**src/rtl/pipelined_main_control.sv**
```systemverilog
// Registered ID-stage main control for the 16-bit datapath: decodes {opcode, funct},
// resolves branches against the comparator and sequences flush, load-use stall, exception and halt.
module pipelined_main_control #(
    parameter int unsigned OP_W         = 4,
    parameter int unsigned FN_W         = 4,
    parameter int unsigned RA_W         = 4,
    parameter int unsigned FLUSH_CYCLES = 1
) (
    input  logic            clk,
    input  logic            rst_n,
    input  logic            instr_valid,
    input  logic [OP_W-1:0] opcode,
    input  logic [FN_W-1:0] funct,
    input  logic [1:0]      cmp,
    input  logic [RA_W-1:0] id_rs,
    input  logic [RA_W-1:0] id_rt,
    input  logic [RA_W-1:0] ex_rd,
    input  logic            exc_ack,
    output logic            ctl_alusrc1,
    output logic            ctl_alusrc2,
    output logic            ctl_memread,
    output logic            ctl_memwrite,
    output logic            ctl_memtoreg,
    output logic            ctl_strbyte,
    output logic            ctl_upperzero,
    output logic [1:0]      ctl_aluop,
    output logic [1:0]      ctl_regwrite,
    output logic [1:0]      ctl_signext,
    output logic            pc_write,
    output logic            ifid_write,
    output logic            ifid_flush,
    output logic            branch,
    output logic            exception,
    output logic            halted
);

    typedef enum logic [2:0] {
        S_RUN,
        S_STALL,
        S_FLUSH,
        S_EXC,
        S_HALTED
    } state_t;

    typedef struct packed {
        logic       alusrc1;
        logic       alusrc2;
        logic       memread;
        logic       memwrite;
        logic       memtoreg;
        logic       strbyte;
        logic       upperzero;
        logic [1:0] aluop;
        logic [1:0] regwrite;
        logic [1:0] signext;
    } ctl_t;

    localparam ctl_t       CTL_NOP    = '0;
    localparam logic [2:0] FLUSH_INIT = 3'(FLUSH_CYCLES - 1);

    state_t     state_q;
    ctl_t       ctl_q;
    ctl_t       ctl_d;
    logic [2:0] cnt_q;
    logic       branch_q;
    logic       exc_q;
    logic       halted_q;
    logic       flush_q;
    logic       pcw_q;
    logic       ifw_q;

    logic       illegal;
    logic       is_halt;
    logic       taken;
    logic       load_use;

    always_comb begin
        ctl_d   = CTL_NOP;
        illegal = 1'b0;
        is_halt = 1'b0;
        taken   = 1'b0;
        if ((opcode >> 4) != '0) begin
            illegal = 1'b1;
        end else begin
            case (opcode[3:0])
                4'b0000: begin
                    if (funct > FN_W'(7)) begin
                        illegal = 1'b1;
                    end else begin
                        ctl_d.aluop    = funct[1:0];
                        ctl_d.regwrite = 2'b01;
                    end
                end
                4'b0001, 4'b0010: begin
                    ctl_d.alusrc2   = 1'b1;
                    ctl_d.upperzero = 1'b1;
                    ctl_d.regwrite  = 2'b01;
                    ctl_d.aluop     = (opcode[1:0] == 2'b01) ? 2'b10 : 2'b11;
                end
                4'b0100: taken = (cmp == 2'b01);
                4'b0101: taken = (cmp == 2'b10);
                4'b0110: taken = (cmp == 2'b11);
                4'b0111: taken = 1'b1;
                4'b1010, 4'b1100: begin
                    ctl_d.alusrc1  = 1'b1;
                    ctl_d.alusrc2  = 1'b1;
                    ctl_d.memread  = 1'b1;
                    ctl_d.memtoreg = 1'b1;
                    ctl_d.signext  = 2'b01;
                    ctl_d.regwrite = opcode[2] ? 2'b01 : 2'b10;
                end
                4'b1011, 4'b1101: begin
                    ctl_d.alusrc1  = 1'b1;
                    ctl_d.alusrc2  = 1'b1;
                    ctl_d.memwrite = 1'b1;
                    ctl_d.strbyte  = ~opcode[2];
                    ctl_d.signext  = 2'b01;
                end
                4'b1111: is_halt = 1'b1;
                default: illegal = 1'b1;
            endcase
        end
    end

    // Hazard uses the bundle already issued to EX, i.e. the registered outputs.
    assign load_use = ctl_q.memread && (ex_rd != '0) && ((ex_rd == id_rs) || (ex_rd == id_rt));

    always_ff @(posedge clk) begin
        if (!rst_n) begin
            state_q  <= S_RUN;
            ctl_q    <= CTL_NOP;
            cnt_q    <= '0;
            branch_q <= 1'b0;
            exc_q    <= 1'b0;
            halted_q <= 1'b0;
            flush_q  <= 1'b0;
            pcw_q    <= 1'b1;
            ifw_q    <= 1'b1;
        end else begin
            ctl_q    <= CTL_NOP;
            branch_q <= 1'b0;
            case (state_q)
                // The stall cycle's exit edge re-decodes the held IF/ID instruction.
                S_RUN, S_STALL: begin
                    state_q <= S_RUN;
                    pcw_q   <= 1'b1;
                    ifw_q   <= 1'b1;
                    flush_q <= 1'b0;
                    if (instr_valid) begin
                        if (illegal) begin
                            state_q <= S_EXC;
                            exc_q   <= 1'b1;
                            pcw_q   <= 1'b0;
                            ifw_q   <= 1'b0;
                        end else if (is_halt) begin
                            state_q  <= S_HALTED;
                            halted_q <= 1'b1;
                            pcw_q    <= 1'b0;
                            ifw_q    <= 1'b0;
                        end else if (load_use) begin
                            state_q <= S_STALL;
                            pcw_q   <= 1'b0;
                            ifw_q   <= 1'b0;
                        end else if (taken) begin
                            state_q  <= S_FLUSH;
                            branch_q <= 1'b1;
                            flush_q  <= 1'b1;
                            cnt_q    <= FLUSH_INIT;
                        end else begin
                            ctl_q <= ctl_d;
                        end
                    end
                end
                S_FLUSH: begin
                    if (cnt_q == '0) begin
                        state_q <= S_RUN;
                        flush_q <= 1'b0;
                    end else begin
                        cnt_q   <= cnt_q - 3'd1;
                        flush_q <= 1'b1;
                    end
                end
                S_EXC: begin
                    if (exc_ack) begin
                        state_q <= S_RUN;
                        exc_q   <= 1'b0;
                        pcw_q   <= 1'b1;
                        ifw_q   <= 1'b1;
                    end
                end
                S_HALTED: begin
                    state_q <= S_HALTED;
                end
                default: begin
                    state_q <= S_RUN;
                end
            endcase
        end
    end

    assign ctl_alusrc1   = ctl_q.alusrc1;
    assign ctl_alusrc2   = ctl_q.alusrc2;
    assign ctl_memread   = ctl_q.memread;
    assign ctl_memwrite  = ctl_q.memwrite;
    assign ctl_memtoreg  = ctl_q.memtoreg;
    assign ctl_strbyte   = ctl_q.strbyte;
    assign ctl_upperzero = ctl_q.upperzero;
    assign ctl_aluop     = ctl_q.aluop;
    assign ctl_regwrite  = ctl_q.regwrite;
    assign ctl_signext   = ctl_q.signext;
    assign pc_write      = pcw_q;
    assign ifid_write    = ifw_q;
    assign ifid_flush    = flush_q;
    assign branch        = branch_q;
    assign exception     = exc_q;
    assign halted        = halted_q;

endmodule

```
**config.mk**
```make
export PLATFORM = sky130hd
export DESIGN_NAME = pipelined_main_control
export DESIGN_NICKNAME = d
export VERILOG_FILES = /design/src/rtl/pipelined_main_control.sv
export SDC_FILE = /design/constraint.sdc
export NUM_CORES = 1
export LEC_CHECK = 0
export ABC_CLOCK_PERIOD_IN_PS = 1800
export CELL_PAD_IN_SITES_DETAIL_PLACEMENT = 1
export CELL_PAD_IN_SITES_GLOBAL_PLACEMENT = 1
export CORE_MARGIN = 4
export CORE_UTILIZATION = 31
export DETAILED_ROUTE_END_ITERATION = 8
export GPL_TIMING_DRIVEN = 1
export HOLD_SLACK_MARGIN = 0.15
export PLACE_DENSITY = 0.82
export REMOVE_ABC_BUFFERS = 1
export SYNTH_ARGS = -nofsm -noshare
export SYNTH_HDL_FRONTEND = slang
export SYNTH_SLANG_ARGS = --single-unit
```
**constraint.sdc**
```tcl
create_clock -name clk -period 1.8 [get_ports clk]
set_clock_uncertainty 0.15 [all_clocks]
set_input_delay 0.18 -clock clk [delete_from_list [all_inputs] [get_ports clk]]
set_output_delay 0.18 -clock clk [all_outputs]
set_load 0.01 [all_outputs]
```
==> impl_metrics.yaml, run 1 <==
outcome:
  status: "finished, final reports clean"
finish:
  fill_cells: 454
  drive_above_1_share_pct: 18.9
  multi_input_area_sq_um: 712
  nets: 219
  final_area_sq_um: 1810
  diodes: 0
  seqCellArea_sq_um: 420
  syn_to_final_growth_pct: 50.9
placed_design:
  dpl.hpwl_mm: 2.87
  port_buffers: 42
  gp_congestion: 0.806
  dpl-instance-area_sq_um: 1740
  dp_slack_ns: -0.314
yosys:
  yosys_most_used_dff: "dfxtp_1"
  async_reset_ff_share_pct: 0
  syn_inst: 137
  ys_types: 45
  ys_warn_count: 0
  synth_edf_count: 0
  synth_area_sq_um: 1200
  seq_area_frac_synth_pct: 35.0
  avgSynthCellArea_sq_um: 8.78
  ys_ff_latch: 21
timing:
  finalCritPeriodShare_pct: 96.4
  slew_viol_final: 0
  final.min_clock_period_ns: 1.74
  max_freq_mhz: 576
  setup_ws_ns: 0.0648
  setup_viol: 0
  hold_viol_final: 0
clocking:
  cts_root_buffer: "clkbuf_8"
  cts_hold_buffers: 0
  cts_htree_levels: 1
  path_clk_slew_ns: 0.08
  cts_buffer_depth: 2
  cts_buffers: 3
  clk_latency_ns: 0.26
  cts_tree: "built"
  cts_sinks: 21
routing:
  ant_nets: 0
  avgViaCountPerCell: 5.01
  wl_mm: 3.54
  avgRoutedWirePerCell_um: 14.9
  drc: 0
  drt_iter0_markers: 53
  firstDrtPassIters: 3
  vias: 1193
critical_path:
  critPathKind: "input pin to flip-flop"
  endpoint_kind: "flip-flop"
  startpoint_type: "input pin"
  crit_fanout: 4
  arrival_ns: 1.74
  worstPathRequired_ns: 1.80
die:
  die_w_um: 70.3
  ioPinCount: 45
  start_util_pct: 32.4
  rows: 22
  die_area_sq_um: 4940
  die_y_um: 70.3
  core_area_sq_um: 3720
global_routing:
  antenna_found_initial: 0
  grtUsageTotal_pct: 14.1
  grt.overflow.total: 0
  grt_max_degree: 12
  grt_pass1_vias: 1291
  grt_pass1_wl_mm: 5.73
run:
  drv_cap: 0
min_path:
  min_path_type: "input pin to flip-flop"
power_and_ir_drop:
  vdd_drop_max_mv: 0.255
  totalPowerFinal_mw: 1.04
  leakagePower_nw: 0.715
  p_per_area_nw_per_um2: 571
## state kept, by name, summed over array words and instances (netlist names), 2 cells and up
name,count
ctl_aluop,2
ctl_regwrite,2
cnt_q,3
state_q,3
## layout by cell type, fill, tap and decap left out, drive strengths merged, types with 2 or more instances in the layout
| cell type | instances |
|---|---|
| a21oi | 8 |
| a31oi | 3 |
| and3 | 2 |
| buf | 17 |
| clkbuf | 4 |
| clkdlybuf4s50 | 35 |
| dfxtp | 21 |
| dlygate4sd2 | 4 |
| dlymetal6s2s | 3 |
| ha | 2 |
| inv | 7 |
| nand2 | 11 |
| nand2b | 2 |
| nand3 | 5 |
| nand3b | 2 |
| nand4 | 2 |
| nor2 | 12 |
| nor3 | 6 |
| nor3b | 4 |
| nor4 | 3 |
| nor4b | 2 |
| o21ai | 3 |
| o22ai | 2 |
| o31a | 2 |
| o32ai | 2 |
| or4 | 2 |
| xnor2 | 3 |
| xor2 | 8 |
## power breakdown
part | switching, mW | internal, mW | total [mW] | leakage, nW
combinational | 0.112 | 0.129 | 0.242 | 0.523
clock | 0.152 | 0.158 | 0.309 | 0.0228
sequential | 0.00927 | 0.475 | 0.485 | 0.170
total | 0.273 | 0.762 | 1.04 | 0.715
## synthesized netlist by cell type, types with 3 or more instances
cell / count / area [sq um]
dfxtp_1: 21 / 420
nor2_1: 12 / 45.0
nand2_1: 11 / 41.3
a21oi_1: 8 / 40.0
xor2_1: 8 / 70.1
inv_1: 6 / 22.5
nor3_1: 6 / 30.0
buf_4: 5 / 37.5
clkbuf_1: 4 / 15.0
nor3b_1: 4 / 30.0
a31oi_1: 3 / 18.8
nand3_1: 3 / 15.0
nor4_2: 3 / 37.5
xnor2_1: 3 / 26.3
## path summary, 6_finish.rpt
path / startpoint / to / slack (ns) / depth (start not counted)
setup / recovery: id_rt[0] / state_q[1] / 0.06 / 6
hold / removal: opcode[0] / ctl_memtoreg / 0.25 / 3
setup reg to reg: state_q[1] / ctl_aluop[1] / 0.11 / 5
hold reg to reg: cnt_q[0] / cnt_q[0] / 0.35 / 2
## critical path, cell delays in order
cell and delay, ns:
clkdlybuf4s50_1 0.42, xor2_1 0.16, nor4_2 0.29, o211ai_2 0.17, and3_4 0.23, o31a_1 0.28
## metrics by stage
step                      utilization, %   TNS, ns  hold WS (ns)  instances
final                               48.8         0         0.251        238
after detailed placement            46.9     -4.26         0.340        232
after global routing                48.8   -0.0100         0.296        238
after floorplan                        -         0         0.101        126
after global placement              46.9     -3.38         0.301        232
after CTS                           48.5  -0.00612         0.353        238
## kinds of logic (layout without fill, tap and decap cells)
logic type | after synthesis | count (layout) | share of synthesized area [%]
fa+ha+maj | 2 | 2 | 2.08
simple gates | 56 | 57 | 29.4
flops | 21 | 21 | 35.0
buf+inv | 18 | 70 | 7.28
compound gates | 27 | 27 | 17.1
xor+xnor | 11 | 11 | 8.01
mux | 1 | 1 | 0.832
other cells | 1 | 1 | 0.312
## cell type report
class | instances | share of cell area, %
Sequential cell | 21 | 23.2
Tap cell | 48 | 3.31
Clock buffer | 4 | 2.48
Multi-Input combinational cell | 99 | 39.2
Inverter | 7 | 1.45
Timing Repair Buffer | 59 | 30.3
## routing by layer
layer | routed length (um) | part of all wire (%) | vias up | GRT usage [%]
met1 | 1440 | 41 | 574 | 15.6
met4 | 17 | 0.48 | 0 | 3.19
met5 | 0 | 0 | - | 0
met2 | 1960 | 55 | 23 | 27.0
met3 | 124 | 3.5 | 2 | 2.73
li1 | - | - | 594 | -
## timing repair
action / in CTS / in global routing
buffers inserted: 1 / 0
gates cloned: 1 / 0
setup endpoints to repair: 3 / 15
gates resized for setup: 5 / 4
pin swaps: 3 / 3
No activity file was read; power rests on OpenSTA's default activity.
==> inputs of run 2 (changes only) <==
--- a/config.mk
+++ b/config.mk
@@ -6,10 +6,8 @@
 export NUM_CORES = 1
 export LEC_CHECK = 0
 export ABC_CLOCK_PERIOD_IN_PS = 1800
-export CELL_PAD_IN_SITES_DETAIL_PLACEMENT = 1
-export CELL_PAD_IN_SITES_GLOBAL_PLACEMENT = 1
 export CORE_MARGIN = 4
-export CORE_UTILIZATION = 31
+export CORE_UTILIZATION = 43
 export DETAILED_ROUTE_END_ITERATION = 8
 export GPL_TIMING_DRIVEN = 1
 export HOLD_SLACK_MARGIN = 0.15
==> run 2 against run 1 <==
  * Setup slack better by 0.013 ns
  * Clock power fell by 28%
  * First-iteration DRC count is 19% lower
  * Critical path type unchanged
  * Sequential power hardly changed
  * Count of clock-buffer cells in the layout unchanged
  * Hold slack better by 0.032 ns
  * Global-route usage grew 3.0 points
  * Wire length shrank 7.6%
  * Fmax increased by 0.73%
  * Combinational power up 8%
  * Largest cell class unchanged
  * Non-clock buffer count up 4
  * Register-to-register slack better by 0.10 ns
==> impl_metrics.yaml, run 2 (synthesis gave the netlist of run 1 again) <==
outcome:
  status: "finished, final reports clean"
critical_path:
  crit_fanout: 5
  rr_startpoint: "state_q[1]"
  worstPathRequired_ns: 1.87
  endpoint_kind: "flip-flop"
  critPathKind: "input pin to flip-flop"
  arrival_ns: 1.80
  startpoint_type: "input pin"
  ff2ff_path_depth: 6
  worstSetupEndpoint: "ctl_aluop[1]"
  reg2reg_slack_ns: 0.21
  crit_path_start: "id_rt[0]"
  rr_endpoint: "ctl_aluop[1]"
routing:
  avgViaCountPerCell: 5.36
  vias: 1195
  drc: 0
  avgRoutedWirePerCell_um: 14.7
  wl_mm: 3.27
  firstDrtPassIters: 4
  ant_nets: 0
  drt_iter0_markers: 43
finish:
  reg_top3: "cnt_q (3), state_q (3)"
  syn_to_final_growth_pct: 53.4
  fill_cells: 193
  diodes: 0
  nets: 222
  drive_above_1_share_pct: 20.2
  multi_input_area_sq_um: 724
  seqCellArea_sq_um: 420
  layout_commonest_cell: "clkdlybuf4s50_1"
  layout_common_cells: "clkdlybuf4s50_1 (36), dfxtp_1 (21), buf_4 (19)"
global_routing:
  grt_pass1_vias: 1166
  grt.overflow.total: 0
  grt_max_degree: 12
  grtUsageTotal_pct: 17.0
  grt_pass1_wl_mm: 4.72
  antenna_found_initial: 0
power_and_ir_drop:
  totalPowerFinal_mw: 0.970
  leakagePower_nw: 0.760
  vdd_drop_max_mv: 0.431
  p_switching_mw: 0.265
  p_sw_share_pct: 27.3
  p_per_area_nw_per_um2: 526
  p_clk_share_pct: 23.1
  pwr-share-comb_pct: 26.9
  pwr-share-seq_pct: 50.0
  p_int_mw: 0.705
die:
  die_w_um: 60.9
  core_area_sq_um: 2570
  ioPinCount: 45
  die_y_um: 60.9
  rows: 18
  die_area_sq_um: 3710
  start_util_pct: 46.8
clocking:
  cts_buffer_depth: 2
  cts_htree_levels: 1
  cts_sinks: 21
  cts_hold_buffers: 0
  cts_tree: "built"
  cts_root_buffer: "clkbuf_4"
  cts_buffers: 3
  path_clk_slew_ns: 0.11
  clk_latency_ns: 0.30
timing:
  finalCritPeriodShare_pct: 95.7
  max_freq_mhz: 580
  hold_viol_final: 0
  tns_ns: 0
  setup_viol: 0
  rsz0062_at_grt: "false"
  final.min_clock_period_ns: 1.72
  slew_viol_final: 0
run:
  drv_cap: 0
min_path:
  min_path_type: "input pin to flip-flop"
placed_design:
  port_buffers: 42
  dpl.hpwl_mm: 2.48
  gp_congestion: 0.798
==> run 2: worst min path at each step <==
stage / startpoint / end / slack, ns / cells after the start
after global routing: opcode[0] / ctl_memwrite / 0.29 / 4
after floorplan: opcode[2] / ctl_upperzero / 0.10 / 1
after CTS: halted / halted / 0.35 / 2
final: opcode[0] / ctl_memwrite / 0.28 / 4
after global placement: halted / halted / 0.32 / 2
after detailed placement: halted / halted / 0.32 / 2
==> run 2: cell type report <==
type                            instances  area share (%)
Inverter                                7            1.42
Tap cell                               30            2.04
Sequential cell                        21            22.8
Clock buffer                            4            1.42
Timing Repair Buffer                   63            33.0
Multi-Input combinational cell         98            39.3
==> run 2: metrics by stage <==
stage	utilization (%)	setup slack, ns	instance area (sq um)	hold slack (ns)	std cells
2_1_floorplan	-	0.242	1140	0.101	126
4_1_cts	68.6	0.00673	1760	0.346	220
5_1_grt	71.8	0.0198	1840	0.287	223
3_3_place_gp	67.3	-0.252	1730	0.316	215
6_report	71.8	0.0773	1840	0.283	223
3_5_place_dp	67.3	-0.360	1730	0.319	215
==> run 2: metal layers <==
layer / global-route usage, % / wire length, um / vias to the layer above
met5: 0 / 0 / -
met4: 7.74 / 59 / 0
met3: 4.04 / 245 / 7
met2: 32.2 / 1650 / 45
met1: 17.4 / 1310 / 551
li1: - / - / 592
==> run 2: repair_timing <==
item / 4_1_cts / 5_1_grt
resized for setup: 0 / 13
hold endpoints to repair: 0 / 0
setup buffers: 1 / 3
endpoints found under the setup margin: 2 / 12
pin swaps: 2 / 2
==> run 2: power groups by stage <==
stage,sequential (mW),combinational [mW],clock [mW]
final,0.485,0.261,0.224
after global placement,0.495,0.231,0
after CTS,0.485,0.241,0.232
after global routing,0.487,0.280,0.253
after detailed placement,0.495,0.239,0
after floorplan,0.499,0.0879,0
==> run 2: worst max-delay path, stage by stage <==
cell,delay [ns]
clkdlybuf4s50_1,0.47
xor2_1,0.23
nor4_2,0.10
o211ai_2,0.23
buf_4,0.16
nand3_4,0.08
buf_12,0.15
nor4b_2,0.19
